`src/rtl/encoder_8_3_seq.sv`:
```
`default_nettype none
// ============================================================================
// Module      : encoder_8_3_seq
// Description : Sequential 8-to-3 encoder that emits one beat per set bit of a
//               captured vector. Optional cnt port via ENCODER_8_3_SEQ_COUNT_EN.
// Revision    : 1.0 - initial release
// ============================================================================
module encoder_8_3_seq #(
    parameter int MSB_FIRST = 1
) (
    input  logic       clk,
    input  logic       rst_n,
    input  logic       en,
    input  logic [7:0] d,
    input  logic       in_valid,
    output logic       in_ready,
    output logic [2:0] i,
    output logic       out_valid,
    input  logic       out_ready,
    output logic       out_last,
    output logic       out_zero
`ifdef ENCODER_8_3_SEQ_COUNT_EN
    ,
    output logic [3:0] cnt
`endif
);

    typedef enum logic [1:0] {
        IDLE = 2'd0,
        BUSY = 2'd1,
        ZERO = 2'd2
    } state_t;

    state_t     state_q, state_d;
    logic [7:0] pending_q, pending_d;
    logic [2:0] w_idx;
    logic       w_single;

    // Later matches win, so the loop direction selects highest or lowest bit
    always_comb begin
        w_idx = 3'd0;
        if (MSB_FIRST != 0) begin
            for (int b = 0; b < 8; b++) begin
                if (pending_q[b]) w_idx = 3'(b);
            end
        end else begin
            for (int b = 7; b >= 0; b--) begin
                if (pending_q[b]) w_idx = 3'(b);
            end
        end
    end

    assign w_single = (pending_q != 8'd0) && ((pending_q & (pending_q - 8'd1)) == 8'd0);

    always_comb begin
        state_d   = state_q;
        pending_d = pending_q;
        in_ready  = 1'b0;
        out_valid = 1'b0;
        i         = 3'd0;
        out_last  = 1'b0;
        out_zero  = 1'b0;
        case (state_q)
            IDLE: begin
                in_ready = en;
                if (en && in_valid) begin
                    if (d != 8'd0) begin
                        pending_d = d;
                        state_d   = BUSY;
                    end else begin
                        state_d   = ZERO;
                    end
                end
            end
            BUSY: begin
                out_valid = en;
                i         = w_idx;
                out_last  = w_single;
                if (en && out_ready) begin
                    pending_d[w_idx] = 1'b0;
                    if (w_single) state_d = IDLE;
                end
            end
            ZERO: begin
                out_valid = en;
                out_last  = 1'b1;
                out_zero  = 1'b1;
                if (en && out_ready) state_d = IDLE;
            end
            default: begin
                state_d = IDLE;
            end
        endcase
    end

    always_ff @(posedge clk) begin
        if (!rst_n) begin
            state_q   <= IDLE;
            pending_q <= 8'd0;
        end else if (en) begin
            state_q   <= state_d;
            pending_q <= pending_d;
        end
    end

`ifdef ENCODER_8_3_SEQ_COUNT_EN
    logic [3:0] cnt_q, cnt_d;

    always_comb begin
        cnt_d = cnt_q;
        if (state_q == IDLE && en && in_valid) begin
            cnt_d = 4'd0;
            for (int b = 0; b < 8; b++) begin
                cnt_d = cnt_d + {3'd0, d[b]};
            end
        end
    end

    always_ff @(posedge clk) begin
        if (!rst_n) begin
            cnt_q <= 4'd0;
        end else if (en) begin
            cnt_q <= cnt_d;
        end
    end

    assign cnt = cnt_q;
`endif

endmodule
`default_nettype wire

```
`config.mk`:
```
export PLATFORM = sky130hd
export DESIGN_NAME = encoder_8_3_seq
export DESIGN_NICKNAME = d
export VERILOG_FILES = /design/src/rtl/encoder_8_3_seq.sv
export SDC_FILE = /design/constraint.sdc
export NUM_CORES = 1
export LEC_CHECK = 0
export BUFFER_PORTS_ARGS = -buffer_cell sky130_fd_sc_hd__clkbuf_2
export CAP_MARGIN = 20
export CORE_MARGIN = 8
export CORE_UTILIZATION = 46
export CTS_CLUSTER_SIZE = 30
export DETAILED_ROUTE_END_ITERATION = 10
export GPL_ROUTABILITY_DRIVEN = 0
export GPL_TIMING_DRIVEN = 0
export PLACE_DENSITY = 0.7
export SLEW_MARGIN = 5
export SYNTH_ARGS = -nofsm -noshare
export SYNTH_HDL_FRONTEND = slang
export SYNTH_SLANG_ARGS = --single-unit
```
`constraint.sdc`:
```
create_clock -name clk -period 1.49 [get_ports clk]
set_input_delay 0.0745 -clock clk [delete_from_list [all_inputs] [get_ports clk]]
set_output_delay 0.0745 -clock clk [all_outputs]
set_load 0.05 [all_outputs]
```
== Word level (Yosys, flattened, before mapping) ==
Index checks and enable logic that the tools add are counted.
Widths: inputs -> output; s select.
Word-level totals
  register bits: 10
  latch bits: 0
  memories: 0
  bits of input ports: 13
  ROM bits: 0
  bits in writable memories: 0
Cells by class
  multiply operators: 0
  div/mod/pow operators: 0
  add/subtract/negate cells: 1
  bitwise gates (word level): 3
  eq/ne operators: 7
  shift operators: 0
  magnitude comparators: 2
  mux-type cells: 24
  reduce and logical (&&, ||, !) cells: 12
Operator list (number)
  $mux 8: 3
  $mux 3: 7
  $and 8x8->8: 2
  $pmux 8 s2: 1
  $reduce_bool 8->1: 2
  $mux 2: 5
  $ne 2x2->1 const B: 5
  $reduce_and 5->1: 2
  $logic_not 8->1: 1
  $not 8->8: 1
  $sub 8x1->8 const B: 1
  $pmux 2 s3: 1
  $mux 1: 5
  $logic_and 1x1->1: 4
  $lt 3x4->1 const B: 1
  $demux 1 s3: 1
  $ge 3x1->1 const B: 1
  $eq 2x1->1 const B: 1
  $eq 2x2->1 const B: 1
  $logic_not 2->1: 1
  $pmux 1 s2: 1
  $reduce_bool 2->1: 1
  $reduce_or 2->1: 1

== Longest topological paths before layout ==
Gate-level depths: netlist (run 1).
  depth in word-level cells: 15
  mapped depth: 7
  mapped depth without buffers: 7

== Worst setup path after synthesis (run 1) ==
OpenSTA, ideal clock, no wires.
  kind: register to output
  start: register pending_q[0]
  end: output out_last
  setup slack: -530 ps
  data required time: 1416 ps
  cell stages (with the launch flop): 5
  data arrival time: 1945 ps
  path through: dfxtp_1 or4_4 o31ai_2 a31oi_1 nor2b_1
Between the ends
  longest elaborated chain between the ends: 5
RTL lines
  from (decl): RTL line 35  | logic [7:0] pending_q, pending_d;
  from (signal assigned): RTL line 102  | pending_q <= pending_d;
  $sub 8x1->8: RTL line 53  | assign w_single = (pending_q != 8'd0) && ((pending_q & (pending_q - 8'd1)) == 8'd0);
  $and 8x8->8: RTL line 53
  $logic_not 8->1: RTL line 53
  $logic_and 1x1->1 *: RTL line 53
  $pmux 1 s2 *: RTL line 63  | case (state_q)
  to (decl): RTL line 20  | output logic out_last,
Mark *: on every way between the ends. The rest lies on a longest branch, timed or not.

== Worst setup path after layout (run 1) ==
  start: register pending_q[1]
  end: output out_last
The elaborated chain is that of the path after synthesis.

==> results of run 1 <==
## logic make-up (layout without fill, tap and decap cells)
logic type / count (synthesis) / count (layout) / share of synthesized area, %
DFF: 10 / 10 / 25.16
muxes: 7 / 7 / 8.805
and+or+nand+nor: 41 / 41 / 32.86
AOI/OAI and AO/OA: 24 / 24 / 22.17
adders and majority gates: 3 / 3 / 4.717
buffers and inverters: 11 / 54 / 5.189
xor gates and xnor gates: 1 / 1 / 1.101
## power groups by stage
stage                     clock network (mW)  registers [mW]  logic, mW
final                                  0.249           0.350      0.860
after global routing                   0.264           0.353      0.924
after CTS                              0.252           0.335      0.716
after detailed placement                   0           0.329      0.474
after global placement                     0           0.327      0.469
after floorplan                            0           0.322      0.380
## cell type report
cell class | count | share of cell area, %
well taps | 17 | 1.558
repair buffers | 41 | 24.01
clock buffers | 4 | 2.658
flip-flops and latches | 10 | 15.77
multi-input cells | 76 | 52.25
plain buffers | 3 | 1.742
inverters | 6 | 2.016
## timing repair
action / CTS / global route
setup buffers: 12 / 11
hold buffers: 0 / 0
gates resized for setup: 40 / 20
hold endpoints to repair: 0 / 0
pin swaps: 19 / 16
setup endpoints to repair: 14 / 14
## cell usage after synthesis
cell | n | area [um^2]
a32o_1 | 1 | 10.01
o21ai_0 | 4 | 20.02
a31oi_2 | 1 | 12.51
a21bo_2 | 1 | 10.01
nor2_1 | 7 | 26.28
mux2i_1 | 7 | 70.07
inv_1 | 6 | 22.52
ha_1 | 3 | 37.54
o21a_1 | 2 | 15.01
o21ai_2 | 1 | 8.760
a31oi_1 | 1 | 6.260
a211oi_1 | 3 | 22.52
nor2b_1 | 4 | 25.02
nor4_2 | 2 | 25.02
clkbuf_1 | 5 | 18.77
nand3_1 | 2 | 10.01
a21oi_1 | 4 | 20.02
nand2_1 | 9 | 33.78
nor4_1 | 1 | 6.260
nor4b_1 | 1 | 8.760
or2_1 | 1 | 6.260
nor3_1 | 1 | 5.000
or3_1 | 1 | 6.260
and2_1 | 5 | 31.28
o31a_1 | 1 | 8.760
a21boi_0 | 1 | 7.510
or4_4 | 1 | 11.26
and3_4 | 1 | 11.26
o31ai_1 | 2 | 15.01
xor2_1 | 1 | 8.760
o31ai_2 | 1 | 12.51
and4bb_1 | 1 | 12.51
and3_1 | 1 | 6.260
dfxtp_1 | 10 | 200.2
nor3b_1 | 2 | 15.01
o21bai_1 | 1 | 7.510
nor4_4 | 1 | 21.27
## layer usage
metal / wire length [um] / part of all wire, % / vias up / GRT usage (%)
li1: - / - / 437 / -
met4: 142 / 5.0 / 0 / 10.36
met2: 1417 / 50 / 38 / 25.88
met3: 180 / 6.4 / 14 / 3.812
met1: 1091 / 39 / 420 / 15.46
met5: 0 / 0 / - / 0
## flip-flops by register name, indices dropped and copies added, names as in the netlist
signal,count
pending_q,8
state_q,2
## per-stage QoR
step | hold slack, ns | std cells | util (%)
after floorplan | 0.2069 | 97 | -
after global placement | 0.3260 | 133 | 56.18
after detailed placement | 0.3272 | 133 | 56.18
after CTS | 0.05232 | 148 | 74.31
after global routing | 0.06938 | 157 | 81.72
final | 0.05233 | 157 | 81.72
## critical path: stages, from the launching register on
cell     delay (ns)
dfxtp_2        0.33
or4_4          0.59
mux2i_4        0.22
o31ai_4        0.09
a31oi_2        0.15
nor2b_4        0.16
buf_8          0.15
## worst max-delay path by stage
stage,endpoint,startpoint
finish,out_last,pending_q[1]
global route,out_last,pending_q[1]
CTS,out_last,pending_q[1]
detailed placement,out_last,pending_q[5]
global placement,out_last,pending_q[5]
floorplan,out_last,pending_q[0]
==> metrics.txt, run 1 <==
outcome finished with violations; violated checks negative setup slack; DRC Markers 0; depth of the worst hold-timing path 3; Die Height 57.59 um; Core Area 1670 um^2; register bit total from synthesis 10; share of cells above drive strength 1 62.86%; Die Area 3317 um^2; TritonCTS clock tree yes; clk sinks 10; RSZ-0062 raised after global routing true; final worst slack -0.5422 ns; number of port buffers 19; Post-Route Setup TNS -2.190 ns; worst r2r src pending_q[1]; initial antenna violation count 0; io pins 20; CP Capture Type primary output; first-pass GRT wire length 3905 um; Worst-path clk slew 0.07 ns; Syn Nets 113; Via-to-Cell Ratio 5.790; Clock Latency Late Sink 0.27 ns; critical path arrival 1.96 ns; Routed WL 2831 um; Syn Inst Count 97; vias in the first global route 915; Post-DP HPWL 1490 um; Power Density 1070 nW/um^2; crit start category register; Post-DRT Antenna Nets 0; max-cap violation count 0; Worst Setup Path Type reg -> out; Seq/Total Area, Yosys 25.16%; max frequency 492.1 MHz; commonest non-fill, non-tap cell in the layout buf_4; worst hold path endpoint pending_q[2]; Reg power frac 24.0%; Setup WS pre-CTS -0.3986 ns; Tot GR Track Use 15.00%; Worst Hold Class in -> reg; Reg2Reg Setup Slack -0.39 ns; Mean Syn Cell Area 8.204 um^2; total CTS buffers 3; multi-input logic area 713.2 um^2; Mapped Area 795.8 um^2; Rel. slew slack 58.65%; Int Power 0.8974 mW; top fanout value on the critical path 2; via count 909; largest net degree at the start of global routing 11; chip width 57.59 um; Sw Ratio 38.53%; CTS HTree Levels 1; r2r endpoint state_q[1]; antenna cells 0; Clock Power Share 17.1%; Design Power 1.460 mW; worst-margin pin slew 0.6138 ns; cell depth of the worst flop-to-flop path 6; Ys Warns 0; min Tclk post-route 2.032 ns; Gate power share 58.9%; clk root buf clkbuf_4; Seq. cell area 215.2 um^2; Initial Utilization 47.64%; clk buf depth 2; Post-Layout Inst Area 1365 um^2; Critical Path RT 1.42 ns; Post-DP Area 938.4 um^2; synth-to-layout area growth 71.54%; VDD IR-drop max 0.0008624 V; period utilization 136.4%; detailed router's first-iteration violation count 19; DR pass1 iterations 4; P_leak 0.5729 nW; most used cells in the layout excluding fill and tap cells buf_4 (17), clkbuf_2 (16), nand2_1 (8); grt ovf 0; Hold Fails Final Rpt 0; FP Rows 15; fillers 110; Setup violations, final 12; drt wl/cell 18.03 um; worst hold start d[2]; Final Max Tran Viols 0; net switching power 0.5625 mW; Final #Nets 157; skew final 0.003812 ns; Synth cell types 37
Power figures use the tool's default switching activity.
==> run 2, diff against run 1 <==
--- a/config.mk
+++ b/config.mk
@@ -13,7 +13,7 @@
 export DETAILED_ROUTE_END_ITERATION = 10
 export GPL_ROUTABILITY_DRIVEN = 0
 export GPL_TIMING_DRIVEN = 0
-export PLACE_DENSITY = 0.7
+export PLACE_DENSITY = 0.74
 export SLEW_MARGIN = 5
 export SYNTH_ARGS = -nofsm -noshare
 export SYNTH_HDL_FRONTEND = slang
==> run 2 against run 1 <==
  * The run still ends with negative setup slack left
  * Routed wire length is 13% lower
  * First-iteration DRC count is 53% higher
  * Via count is 3.2% lower
  * Fmax is 1.6% higher
  * Register-to-register slack better by 0.04 ns
  * Clock power hardly changed
  * Worst hold slack better by 0.0062 ns
  * Final area is 3.5% lower
  * Sequential power hardly changed
  * Sequential cell count stayed put
  * Final cell count is 3.8% lower
  * Sequential share of layout area is 0.19 points higher
  * Critical endpoint unchanged
==> metrics.txt, run 2 (synthesis results as in run 1) <==
most used cells in the layout excluding fill and tap cells clkbuf_2 (16), buf_4 (11), nand2_1 (8); Final #Nets 151; max reg flops 8; Max stage delay on crit path 0.57 ns; Rel. slew slack 62.21%; Clock Latency Late Sink 0.27 ns; Final Non-Filler Cells 151; critical path arrival 1.93 ns; critical path, cell by cell or4_4, mux2i_4, o31ai_4, a31oi_2, nor2b_4, buf_8; clk root buf clkbuf_4; Worst Setup Path Type reg -> out; Largest regs pending_q x8, state_q x2; Seq. cell area 210.2 um^2; synth-to-layout area growth 65.57%; CTS HTree Levels 1; Inst Count DP 133; Tot GR Track Use 14.00%; Power Density 1091 nW/um^2; skew final 0.001955 ns; period utilization 134.3%; violated checks negative setup slack; Worst Hold Class in -> reg; DRC Markers 0; WHS 0.05852 ns; clk buf depth 2; fillers 102; via count 880; Post-DRT Antenna Nets 0; chip width 57.59 um; Worst-path clk slew 0.07 ns; Die Area 3317 um^2; Final Max Tran Viols 0; top fanout value on the critical path 2; max frequency 499.8 MHz; initial antenna violation count 0; hold_buf cts 0; number of port buffers 19; DR pass1 iterations 6; VDD IR-drop max 0.0008507 V; largest register by flop count pending_q; Post-DP HPWL 1517 um; outcome finished with violations; commonest non-fill, non-tap cell in the layout clkbuf_2; total CTS buffers 3; worst-margin pin slew 0.5610 ns; largest net degree at the start of global routing 11; detailed router's first-iteration violation count 29; multi-input logic area 699.4 um^2; grt ovf 0; max-cap violation count 0; Core Area 1670 um^2; vias in the first global route 819; io pins 20; TritonCTS clock tree yes; Initial Utilization 47.64%; CP max-delay cell or4_4; FP Rows 15; Critical Path RT 1.42 ns; first-pass GRT wire length 3739 um; drt wl/cell 16.24 um; P_leak 0.5346 nW; min Tclk post-route 2.001 ns; clk sinks 10; Setup WS pre-CTS -0.4806 ns; antenna cells 0; final worst slack -0.5106 ns; RSZ-0062 raised after global routing true; CP Capture Type primary output; Hold Fails Final Rpt 0; share of cells above drive strength 1 57.46%; Routed WL 2452 um; Die Height 57.59 um; crit start category register; Via-to-Cell Ratio 5.828; Setup violations, final 12
run 2: cell types whose count changed in the layout (fill, tap and decap cells not counted), sizes merged:
cell	previous run	this run
clkbuf	21	23
buf	27	19
run 2: power by group:
group,total [mW],switching [mW],internal [mW]
Combinational,0.840,0.401,0.440
Sequential,0.350,0.0487,0.301
Clock,0.247,0.0987,0.149
Total,1.44,0.548,0.889
run 2: what timing repair did:
item,4_1_cts,5_1_grt
gates cloned,0,1
endpoints found under the hold margin,0,0
pin swaps,12,10
setup endpoints to repair,14,13
gates resized for setup,42,16
setup buffers,8,9
run 2: worst max-delay path: cells and delay by family (launching register included):
kind                   cells  cell delay [ns]
and+or+nand+nor            2             0.72
DFF                        1             0.32
AOI/OAI and AO/OA          2             0.25
muxes                      1             0.22
buffers and inverters      1             0.15
run 2: through the flow:
stage / instance area, um^2 / utilization (%) / setup TNS, ns / total power [mW]
4_1_cts: 1199 / 71.76 / -1.586 / 1.273
2_1_floorplan: 822.0 / - / -0.3670 / 0.7019
3_3_place_gp: 938.4 / 56.18 / -2.273 / 0.7946
6_report: 1318 / 78.88 / -2.044 / 1.437
5_1_grt: 1318 / 78.88 / -2.838 / 1.496
3_5_place_dp: 938.4 / 56.18 / -3.030 / 0.8055
run 2: per-layer routing:
layer  global-route usage, %  wire, um  part of all wire, %  vias up
met4                   6.429        60                  2.4        0
met5                       0         0                    0        -
li1                        -         -                    -      424
met3                   2.915       148                  6.0        7
met2                   25.88      1292                   53       30
met1                   14.59       951                   39      419
run 2: area by class of cell:
cell class	count	share of cell area, %
Sequential cell	10	15.95
Buffer	3	1.804
Timing Repair Buffer	35	22.32
Clock buffer	4	2.754
Inverter	6	2.469
Multi-Input combinational cell	76	53.09
Tap cell	17	1.614
run 2: worst paths after layout:
path	cells after the start	slack (ns)	startpoint	to
worst max-delay path	6	-0.51	pending_q[1]	out_last
worst min-delay path	3	0.06	d[4]	pending_q[4]
worst max register to register	6	-0.35	pending_q[1]	state_q[1]
worst min register to register	2	0.51	pending_q[2]	pending_q[2]
==> run 3, diff against run 2 <==
--- a/config.mk
+++ b/config.mk
@@ -13,6 +13,7 @@
 export DETAILED_ROUTE_END_ITERATION = 10
 export GPL_ROUTABILITY_DRIVEN = 0
 export GPL_TIMING_DRIVEN = 0
+export HOLD_SLACK_MARGIN = 0.06
 export PLACE_DENSITY = 0.74
 export SLEW_MARGIN = 5
 export SYNTH_ARGS = -nofsm -noshare
==> constraint.sdc (replaced) <==
create_clock -name clk -period 1.49 [get_ports clk]
set_input_delay 0.447 -clock clk [delete_from_list [all_inputs] [get_ports clk]]
set_output_delay 0.447 -clock clk [all_outputs]
set_load 0.05 [all_outputs]
==> run 3 against run 2 <==
  * The run still ends with negative setup slack left
  * Worst hold slack improved by 0.40 ns
  * Final cell count fell by 0.66%
  * Critical endpoint unchanged
  * Worst setup slack got worse by 0.35 ns
==> metrics.txt, run 3 (synthesis results as in run 1) <==
Clock Power Share 12.9%; multi-input logic area 735.7 um^2; Gate power share 61.1%; antenna cells 0; synth-to-layout area growth 74.69%; first-pass GRT wire length 3732 um; via count 872; CTS HTree Levels 1; skew final 0.0006010 ns; Rel. slew slack 72.03%; crit start category register; Final Max Tran Viols 0; largest register by flop count pending_q; Setup WS pre-CTS -0.7406 ns; Final #Nets 151; Worst Setup Path Type reg -> out; Tot GR Track Use 14.21%; Initial Utilization 47.64%; hold_buf cts 0; Die Height 57.59 um; Die Area 3317 um^2; period utilization 157.6%; top fanout value on the critical path 6; fillers 89; Critical Path RT 1.04 ns; worst-margin pin slew 0.4196 ns; net switching power 0.5250 mW; Setup violations, final 16; max frequency 425.8 MHz; Worst Hold Class in -> reg; DR pass1 iterations 4; Int Power 0.8312 mW; initial antenna violation count 0; CP Capture Type primary output; Worst-path clk slew 0.06 ns; most used cells in the layout excluding fill and tap cells clkbuf_2 (12), buf_4 (10), nand2_1 (9); Post-DRT Antenna Nets 0; drt wl/cell 17.21 um; Sw Ratio 38.71%; share of cells above drive strength 1 61.65%; Hold Fails Final Rpt 0; number of port buffers 19; total CTS buffers 3; Reg power frac 26.0%; commonest non-fill, non-tap cell in the layout clkbuf_2; Power Density 975.7 nW/um^2; clk buf depth 2; Core Area 1670 um^2; max reg flops 8; vias in the first global route 801; detailed router's first-iteration violation count 30; Via-to-Cell Ratio 5.813; VDD IR-drop max 0.0006734 V; P_leak 0.5625 nW; FP Rows 15; max-cap violation count 0; violated checks negative setup slack; min Tclk post-route 2.349 ns; clk sinks 10; chip width 57.59 um; RSZ-0062 raised after global routing true; outcome finished with violations; io pins 20; grt ovf 0; Largest regs pending_q x8, state_q x2; Post-DP HPWL 1526 um; Seq. cell area 221.5 um^2; critical path arrival 1.90 ns; DRC Markers 0; Routed WL 2582 um; clk root buf clkbuf_4; final worst slack -0.8588 ns; TritonCTS clock tree yes; Clock Latency Late Sink 0.26 ns; largest net degree at the start of global routing 11; Design Power 1.356 mW
run 3: stage by stage:
| step | TNS, ns | area [um^2] | hold WS, ns | utilization, % | cells |
|---|---|---|---|---|---|
| after detailed placement | -4.271 | 1015 | 0.5061 | 60.75 | 133 |
| after CTS | -3.822 | 1344 | 0.4605 | 80.45 | 146 |
| after global placement | -3.903 | 1015 | 0.4845 | 60.75 | 133 |
| final | -3.989 | 1390 | 0.4597 | 83.22 | 150 |
| after floorplan | -1.420 | 898.4 | 0.4667 | - | 97 |
| after global routing | -5.168 | 1390 | 0.4776 | 83.22 | 150 |
run 3: timing repair:
item	CTS	global route
setup endpoints to repair	17	17
buffers inserted	12	4
gates cloned	0	0
pin swaps	16	9
gates resized for setup	57	8
run 3: worst max-delay path, stage by stage, from the launching register on:
cell     delay (ns)
dfxtp_4        0.37
or4_4          0.54
mux2i_4        0.22
o31ai_4        0.08
a31oi_2        0.14
nor2b_4        0.14
buf_8          0.15
run 3: layout make-up:
| cell class | instances | share of cell area [%] |
|---|---|---|
| clock buffer | 3 | 1.620 |
| tap | 17 | 1.530 |
| timing repair buffer | 35 | 23.58 |
| multi-input combinational | 76 | 52.93 |
| buffer | 3 | 2.250 |
| inverter | 6 | 2.160 |
| sequential | 10 | 15.93 |
run 3: final timing paths:
check	from	endpoint	slack, ns	depth (start not counted)
setup / recovery	pending_q[2]	out_last	-0.86	6
hold / removal	d[4]	pending_q[4]	0.46	3
setup reg to reg	pending_q[2]	state_q[1]	-0.36	6
hold reg to reg	state_q[0]	state_q[0]	0.51	2
run 3: power groups by stage:
stage / Sequential [mW] / Clock (mW) / Combinational (mW)
3_3_place_gp: 0.332 / 0 / 0.535
5_1_grt: 0.356 / 0.195 / 0.878
2_1_floorplan: 0.327 / 0 / 0.440
6_report: 0.353 / 0.175 / 0.828
3_5_place_dp: 0.334 / 0 / 0.540
4_1_cts: 0.350 / 0.177 / 0.764
run 3: metal layers:
layer	share of wire, %	track usage, %	vias to the layer above
li1	-	-	418
met1	41	16.08	416
met2	54	25.40	34
met3	4.4	2.466	4
met4	1.0	5.714	0
met5	0	0	-
